--- src/rtl/mips_pkg.sv ---
// ============================================================================
// Module  : mips_pkg
// Brief   : Shared reset PC, instruction field positions and fetch FSM states.
// Revision: 1.0  initial release
// ============================================================================
`default_nettype none

package mips_pkg;

    localparam logic [31:0] RESET_PC = 32'h0000_0000;

    localparam int RS_MSB  = 25;
    localparam int RS_LSB  = 21;
    localparam int RT_MSB  = 20;
    localparam int RT_LSB  = 16;
    localparam int RD_MSB  = 15;
    localparam int RD_LSB  = 11;
    localparam int IMM_MSB = 15;
    localparam int IMM_LSB = 0;

    typedef enum logic [1:0] {
        ST_FETCH = 2'd0,
        ST_HOLD  = 2'd1,
        ST_SLOT  = 2'd2
    } fetch_state_e;

endpackage

`default_nettype wire

--- src/rtl/pc_reg.sv ---
// ============================================================================
// Module  : pc_reg
// Brief   : Program counter with word-aligned load and +4 increment.
// Revision: 1.0  initial release
// ============================================================================
`default_nettype none

module pc_reg
    import mips_pkg::*;
(
    input  logic        clk,
    input  logic        rst_n,
    input  logic        load,
    input  logic        inc,
    input  logic [31:0] load_pc,
    output logic [31:0] pc,
    output logic [31:0] pc_plus4
);

    logic [31:0] r_pc;
    logic [31:0] w_load_aligned;

    assign w_load_aligned = load_pc & 32'hFFFF_FFFC;
    // Natural 32-bit overflow gives the required wrap to zero.
    assign pc_plus4       = r_pc + 32'd4;
    assign pc             = r_pc;

    always_ff @(posedge clk or negedge rst_n) begin
        if (!rst_n) begin
            r_pc <= RESET_PC;
        end else if (load) begin
            r_pc <= w_load_aligned;
        end else if (inc) begin
            r_pc <= pc_plus4;
        end
    end

endmodule

`default_nettype wire

--- src/rtl/fetch_stage.sv ---
// ============================================================================
// Module  : fetch_stage
// Brief   : Instruction fetch FSM plus IF/ID register. Define DELAY_SLOT_EN
//           for one branch delay slot; otherwise redirects flush the fetch.
// Revision: 1.0  initial release
// ============================================================================
`default_nettype none

module fetch_stage
    import mips_pkg::*;
(
    input  logic        clk,
    input  logic        rst_n,
    input  logic        stall,
    input  logic        redirect_valid,
    input  logic [31:0] redirect_pc,
    input  logic        imem_ready,
    input  logic [31:0] imem_rdata,
    output logic        imem_req,
    output logic [31:0] imem_addr,
    output logic        id_valid,
    output logic [31:0] id_inst,
    output logic [31:0] id_pc_plus4,
    output logic [15:0] id_imm16,
    output logic [4:0]  id_rs,
    output logic [4:0]  id_rt,
    output logic [4:0]  id_rd
);

    fetch_state_e r_state;
    fetch_state_e w_state_next;

    logic [31:0] w_pc;
    logic [31:0] w_pc_plus4;
    logic        w_fire;
    logic        w_pc_load;
    logic        w_pc_inc;
    logic [31:0] w_load_pc;
    logic        w_id_load;
    logic        w_id_clear;

    logic        r_id_valid;
    logic [31:0] r_id_inst;
    logic [31:0] r_id_pc_plus4;

`ifdef DELAY_SLOT_EN
    logic [31:0] r_target;
    logic [31:0] w_target_next;
`endif

    // Request is suppressed while reset is held, not just after the edge.
    assign imem_req  = rst_n & (r_state != ST_HOLD);
    assign imem_addr = w_pc;
    assign w_fire    = imem_req & imem_ready & ~stall;

    pc_reg u_pc_reg (
        .clk      (clk),
        .rst_n    (rst_n),
        .load     (w_pc_load),
        .inc      (w_pc_inc),
        .load_pc  (w_load_pc),
        .pc       (w_pc),
        .pc_plus4 (w_pc_plus4)
    );

    always_ff @(posedge clk or negedge rst_n) begin
        if (!rst_n) begin
            r_state <= ST_FETCH;
        end else begin
            r_state <= w_state_next;
        end
    end

    always_comb begin
        w_state_next  = r_state;
        w_pc_load     = 1'b0;
        w_pc_inc      = 1'b0;
        w_load_pc     = redirect_pc;
        w_id_load     = 1'b0;
        w_id_clear    = 1'b0;
`ifdef DELAY_SLOT_EN
        w_target_next = r_target;
        if (r_state == ST_SLOT) begin
            // A later redirect replaces the pending target before it is used.
            if (redirect_valid) begin
                w_target_next = redirect_pc & 32'hFFFF_FFFC;
            end
            if (w_fire) begin
                w_id_load    = 1'b1;
                w_pc_load    = 1'b1;
                w_load_pc    = w_target_next;
                w_state_next = ST_FETCH;
            end else if (!stall) begin
                w_id_clear   = 1'b1;
            end
        end else if (redirect_valid) begin
            if (w_fire) begin
                w_id_load    = 1'b1;
                w_pc_load    = 1'b1;
                w_state_next = ST_FETCH;
            end else begin
                w_target_next = redirect_pc & 32'hFFFF_FFFC;
                w_state_next  = ST_SLOT;
                w_id_clear    = ~stall;
            end
        end else
`else
        if (redirect_valid) begin
            w_id_clear   = 1'b1;
            w_pc_load    = 1'b1;
            w_state_next = ST_FETCH;
        end else
`endif
        if (stall) begin
            w_state_next = ST_HOLD;
        end else if (w_fire) begin
            w_id_load    = 1'b1;
            w_pc_inc     = 1'b1;
            w_state_next = ST_FETCH;
        end else begin
            w_id_clear   = 1'b1;
            w_state_next = ST_FETCH;
        end
    end

`ifdef DELAY_SLOT_EN
    always_ff @(posedge clk or negedge rst_n) begin
        if (!rst_n) begin
            r_target <= 32'h0;
        end else begin
            r_target <= w_target_next;
        end
    end
`endif

    always_ff @(posedge clk or negedge rst_n) begin
        if (!rst_n) begin
            r_id_valid    <= 1'b0;
            r_id_inst     <= 32'h0;
            r_id_pc_plus4 <= 32'h0;
        end else if (w_id_load) begin
            r_id_valid    <= 1'b1;
            r_id_inst     <= imem_rdata;
            r_id_pc_plus4 <= w_pc_plus4;
        end else if (w_id_clear) begin
            r_id_valid    <= 1'b0;
        end
    end

    assign id_valid    = r_id_valid;
    assign id_inst     = r_id_inst;
    assign id_pc_plus4 = r_id_pc_plus4;
    assign id_imm16    = r_id_inst[IMM_MSB:IMM_LSB];
    assign id_rs       = r_id_inst[RS_MSB:RS_LSB];
    assign id_rt       = r_id_inst[RT_MSB:RT_LSB];
    assign id_rd       = r_id_inst[RD_MSB:RD_LSB];

endmodule

`default_nettype wire

--- config.mk ---
export PLATFORM = sky130hd
export DESIGN_NAME = fetch_stage
export DESIGN_NICKNAME = d
export VERILOG_FILES = /design/src/rtl/mips_pkg.sv /design/src/rtl/pc_reg.sv /design/src/rtl/fetch_stage.sv
export SDC_FILE = /design/constraint.sdc
export NUM_CORES = 1
export LEC_CHECK = 0
export CORE_ASPECT_RATIO = 1.25
export CORE_MARGIN = 4
export CORE_UTILIZATION = 45
export DETAILED_ROUTE_END_ITERATION = 10
export HOLD_SLACK_MARGIN = 0.05
export MAX_ROUTING_LAYER = met4
export PLACE_DENSITY = 0.9
export SLEW_MARGIN = 40
export SYNTH_ARGS = -nofsm -noshare
export SYNTH_HDL_FRONTEND = slang
export SYNTH_HIERARCHICAL = 1
export SYNTH_SLANG_ARGS = --single-unit
--- constraint.sdc ---
create_clock -name clk -period 2.8 [get_ports clk]
set_input_delay 0.28 -clock clk [delete_from_list [all_inputs] [get_ports clk]]
set_output_delay 0.28 -clock clk [all_outputs]
set_load 0.01 [all_outputs]
**Word-level counts from Yosys, hierarchy flattened**

Index checks and enable logic that the tools add are counted.

- Bitwise logic cells: 4
- Muxes and demuxes: 13
- Eq/ne operators: 1
- Reduce and logical (&&, ||, !) cells: 2
- $add $sub $neg: 1

Operator list:

| operator | number |
|---|---|
| 32-bit 2-to-1 mux | 2 |
| 32-bit by 3-bit adder with 32-bit output (second input constant) | 1 |
| 1-bit 2-to-1 mux | 11 |
| 2-bit nonzero test | 2 |
| 1-bit bitwise AND | 3 |
| 2-bit by 1-bit != test with 1-bit output (second input constant) | 1 |
| 1-bit NOT | 1 |

- Word-level logic and storage cells: 26
- Bits in registers: 99
- Output and inout port bits: 129

**Depth between registers and ports, before layout**

- Depth after elaboration: 9
- Gate-level depth with buffers: 9
- Depth with buffers taken out: 7

**Cells and area by module**

Netlist, hierarchy kept.

By module, submodules not included:

| module | cells each | area an instance (um^2) | instances | sequential area each (um^2) |
|---|---|---|---|---|
| fetch_stage | 175 | 2,859.0 | 1 | 1,651.6 |
| pc_reg | 282 | 2,283.4 | 1 | 750.7 |

**Worst setup path before layout**

Ideal clock, no wire load.

- Path kind: register to register
- From: reg r_state[0]
- To: reg u_pc_reg.r_pc[17] (netlist: u_pc_reg/pc[17])
- Slack: 0.484 ns
- Required time: 2.731 ns
- Stages on the path, launching flop included: 10
- Buffers on the path: 2
- Arrival: 2.247 ns
- Period minus slack after synthesis: 2.316 ns
- Path through: dfrtp_1 > nor2b_4 > nand3_2 > buf_6 > buf_6 > inv_1 > nand4_1 > or4_1 > or4_1 > nand3_1

- Word-level cells in the longest chain between the ends: 8

Ends and longest elaborated chain:

| what | line | source |
|---|---|---|
| start: declaration | fetch_stage.sv:30 | `fetch_state_e r_state;` |
| start signal: assignment | fetch_stage.sv:70 | `r_state <= w_state_next;` |
| 2-bit by 1-bit != test with 1-bit output | fetch_stage.sv:52 | `assign imem_req = rst_n & (r_state != ST_HOLD);` |
| 1-bit bitwise AND | fetch_stage.sv:52 |  |
| named net imem_req | fetch_stage.sv:19 | `output logic imem_req,` |
| 1-bit bitwise AND (2 in a row) | fetch_stage.sv:54 | `assign w_fire = imem_req & imem_ready & ~stall;` |
| 1-bit 2-to-1 mux (3 in a row) | - |  |
| named net w_id_load | fetch_stage.sv:39 | `logic w_id_load;` |
| 2-bit nonzero test (no source line) | - |  |
| end signal: assignment | pc_reg.sv:32 | `r_pc <= w_load_aligned;` |
| end signal: assignment | pc_reg.sv:34 | `r_pc <= pc_plus4;` |
| end: declaration | pc_reg.sv:20 | `logic [31:0] r_pc;` |

The timed path passes the listed nets, and every way through them passes these cells.
A chain may end at the register's enable or synchronous reset.

**Worst setup path in the final report**

- From: reg u_pc_reg.r_pc[3] (netlist: u_pc_reg/pc[3])
- To: reg u_pc_reg.r_pc[22] (netlist: u_pc_reg/pc[22])

- Word-level cells in the longest chain between the ends: 3

Ends and longest elaborated chain:

| what | line | source |
|---|---|---|
| 32-bit by 3-bit adder with 32-bit output | pc_reg.sv:25 | `assign pc_plus4 = r_pc + 32'd4;` |
| 32-bit 2-to-1 mux | pc_reg.sv:33 | `end else if (inc) begin` |
| 32-bit 2-to-1 mux | pc_reg.sv:31 | `end else if (load) begin` |

Every way passes these cells. The select of a mux whose other input is x is not followed.

==> flow_summary.json <==
{
  "port_buffers": 193,
  "max-slew-margin-rel_pct": 57.9,
  "drc": 0,
  "numCtsBuffers": 9,
  "wl_um": 14100,
  "ys_seq_area_share_pct": 46.7,
  "cp.arrival_ps": 2690,
  "drtAntennaViolNets": 0,
  "multi_input_area_um2": 2300,
  "core_area_um2": 11100,
  "finalSetupTns_ps": 0,
  "die_area_um2": 13200,
  "hold_viol": 0,
  "regArea_um2": 2400,
  "hold_buffers": 0,
  "grt_pass1_wl_um": 22500,
  "cts_sinks": 96,
  "crit_path_start_kind": "flip-flop",
  "layout_setup_ws_ps": 377,
  "cts_setup_buffers": 0,
  "fin_skew_ps": 10.2,
  "crit_buf_inv": 0,
  "fmax_mhz": 413,
  "pre_cts_slack_ps": 253,
  "viasPerCell": 5.46,
  "initial_core_util_pct": 46.2,
  "reg2reg_depth": 5,
  "dpl.hpwl_um": 10400,
  "fin_hold_ws_ps": 101,
  "crit_required_ps": 3060,
  "p_per_area_nw_per_um2": 671,
  "netlist_area_um2": 5140,
  "drt-initial-drc-count": 203,
  "antenna_cells": 0,
  "final_max_slew_viol_count": 0,
  "grt_max_degree": 66,
  "vias": 4100,
  "crit_fanout": 8,
  "ctsLongestPathBuffers": 2,
  "die_h_um": 128,
  "crit_type": "reg2reg",
  "endpoint_kind": "flip-flop",
  "cts_tree": "built",
  "num_rows": 43,
  "synth-seq-cells": 96,
  "status": "completed",
  "rsz0062_at_grt": "no",
  "final_nets": 682,
  "wl_per_cell_um": 18.7,
  "htreeDepth": 3,
  "yosysWarnings": 6,
  "areaGrowthSynthToFinish_pct": 41.2,
  "ir_drop_uv": 340,
  "path_clk_slew_ps": 70,
  "syn_area_per_cell_um2": 11.3,
  "dieWidth_um": 104,
  "post-route-min-period_ps": 2420,
  "drive_gt1_share_pct": 16.1,
  "gp_congestion": 0.904,
  "slowest_delay_ps": 610,
  "critPathSlowestCell": "or4_1",
  "setup_violations": 0,
  "ctsResizeCount": 0,
  "crit_path_cell_trace": "ha_1 -> and4_1 -> nand4_1 -> or4_1 -> a31oi_1",
  "fill_cells": 838,
  "drt_first_pass_iters": 4,
  "worst_pin_slew_ps": 632,
  "grt.overflow.total": 0,
  "maxCapViolations": 0,
  "grt_pass1_vias": 4241,
  "io_pins": 198,
  "holdCritPathClass": "in2async",
  "crit_family": "simple AND/OR/NAND/NOR gates",
  "synth_cells": 457,
  "worst-path-stages": 5,
  "power.leakage_nw": 3.04,
  "insertion_delay_ps": 340,
  "period_share_pct": 86.5,
  "clockRootBuffer": "clkbuf_16",
  "synth_cell_types": 43,
  "grt.total_usage_pct": 21.9,
  "grt_antenna_before_repair": 0
}
[placed cells by master, fill, tap and decap left out, types with 2 or more instances in the layout]
cell type | synthesis | routed
or3_1 | 3 | 3
clkbuf_8 | 0 | 2
nand3_4 | 1 | 2
inv_1 | 5 | 5
xnor2_1 | 26 | 26
bufinv_16 | 0 | 2
nor3_1 | 7 | 7
dfrtp_1 | 96 | 96
and4_1 | 9 | 9
xor2_1 | 14 | 14
and3_1 | 3 | 3
clkbuf_16 | 0 | 9
buf_4 | 39 | 14
clkdlybuf4s50_1 | 0 | 192
o31ai_1 | 9 | 9
conb_1 | 1 | 4
nand3_1 | 21 | 21
nor2_1 | 23 | 23
nand2_1 | 33 | 33
mux2_2 | 26 | 26
mux2_4 | 38 | 38
a31oi_1 | 13 | 13
nand4_1 | 15 | 15
or4_1 | 14 | 14
o21ai_0 | 16 | 16
[metrics by stage]
step	utilization [%]	cell area, um2	cells	power [mW]
after floorplan	-	5150	460	2.68
after global placement	62.3	6940	736	3.53
after detailed placement	62.3	6940	736	3.58
after CTS	65.2	7260	751	4.92
after global routing	65.2	7260	751	5.09
final	65.2	7260	751	4.87
[cells in the mapped netlist]
cell / instances / area share (%)
or3_1: 3 / 0.37
nand3_2: 1 / 0.19
nor2b_4: 1 / 0.27
nand4_1: 15 / 1.8
buf_6: 5 / 1.1
nand2_1: 33 / 2.4
nor3_1: 7 / 0.68
a211o_1: 1 / 0.17
a31o_2: 1 / 0.17
buf_1: 1 / 0.073
nor4b_1: 1 / 0.17
nor4_1: 1 / 0.12
inv_1: 5 / 0.37
and2_1: 1 / 0.12
mux2_2: 26 / 5.7
conb_1: 1 / 0.073
nor2b_1: 1 / 0.12
xor2_1: 14 / 2.4
o311ai_0: 1 / 0.17
and3_1: 3 / 0.37
or2_2: 1 / 0.12
nand3_4: 1 / 0.34
xnor2_1: 26 / 4.4
nor2_1: 23 / 1.7
and4_1: 9 / 1.5
buf_2: 5 / 0.49
o31a_1: 1 / 0.17
dfrtp_1: 96 / 47
o211ai_1: 1 / 0.15
mux2i_1: 1 / 0.19
mux2_4: 38 / 11
buf_4: 39 / 5.7
nor4_2: 1 / 0.24
o31ai_1: 9 / 1.3
clkbuf_1: 16 / 1.2
o21ai_0: 16 / 1.6
a31oi_1: 13 / 1.6
nand2b_1: 1 / 0.12
ha_1: 1 / 0.24
nand3_1: 21 / 2.0
or4_1: 14 / 2.0
a21oi_1: 1 / 0.097
o21a_1: 1 / 0.15
[path summary, 6_finish.rpt]
| path | from | to | slack [ps] |
|---|---|---|---|
| hold reg to reg | id_valid$_DFFE_PN0P_ | id_valid$_DFFE_PN0P_ | 490 |
| setup reg to reg | u_pc_reg/pc[3]$_DFFE_PN0N_ | u_pc_reg/pc[22]$_DFFE_PN0N_ | 380 |
| setup / recovery | u_pc_reg/pc[3]$_DFFE_PN0N_ | u_pc_reg/pc[22]$_DFFE_PN0N_ | 380 |
| max in group asynchronous | rst_n | id_pc_plus4[13]$_DFFE_PN0P_ | 1620 |
| hold / removal | rst_n | id_pc_plus4[0]$_DFFE_PN0P_ | 100 |
| min in group clk | id_valid$_DFFE_PN0P_ | id_valid$_DFFE_PN0P_ | 490 |
[final cells by class]
| cell class | count | share of cell area (%) |
|---|---|---|
| Multi-Input combinational cell | 293 | 31.7 |
| Sequential cell | 96 | 33.1 |
| Inverter | 5 | 0.258 |
| Tap cell | 135 | 2.33 |
| Timing Repair Buffer | 207 | 28.2 |
| Clock inverter | 3 | 0.896 |
| Clock buffer | 12 | 3.53 |
[routing by layer]
layer  track usage (%)  wire length [um]  share of wire [%]  up-vias
met4              8.84               303                2.2        0
met3              4.30               931                6.6       24
li1                  -                 -                  -     1894
met1              26.2              5580                 40     1995
met2              36.7              7260                 52      187
met5                 -                 0                  0        -
[where the power goes]
group	switching (mW)	internal [mW]
sequential	0.243	1.67
clock	0.503	0.825
combinational	0.585	1.05
total	1.33	3.54
[cells by family after synthesis]
family | Yosys count | synth area share [%]
mux | 65 | 17.0
fa+ha+maj | 1 | 0.243
buf+inv | 71 | 8.88
other cells | 1 | 0.0729
simple gates | 138 | 14.8
xor+xnor | 40 | 6.81
compound gates | 45 | 5.52
flops | 96 | 46.7
No activity file was read; power rests on OpenSTA's default activity.
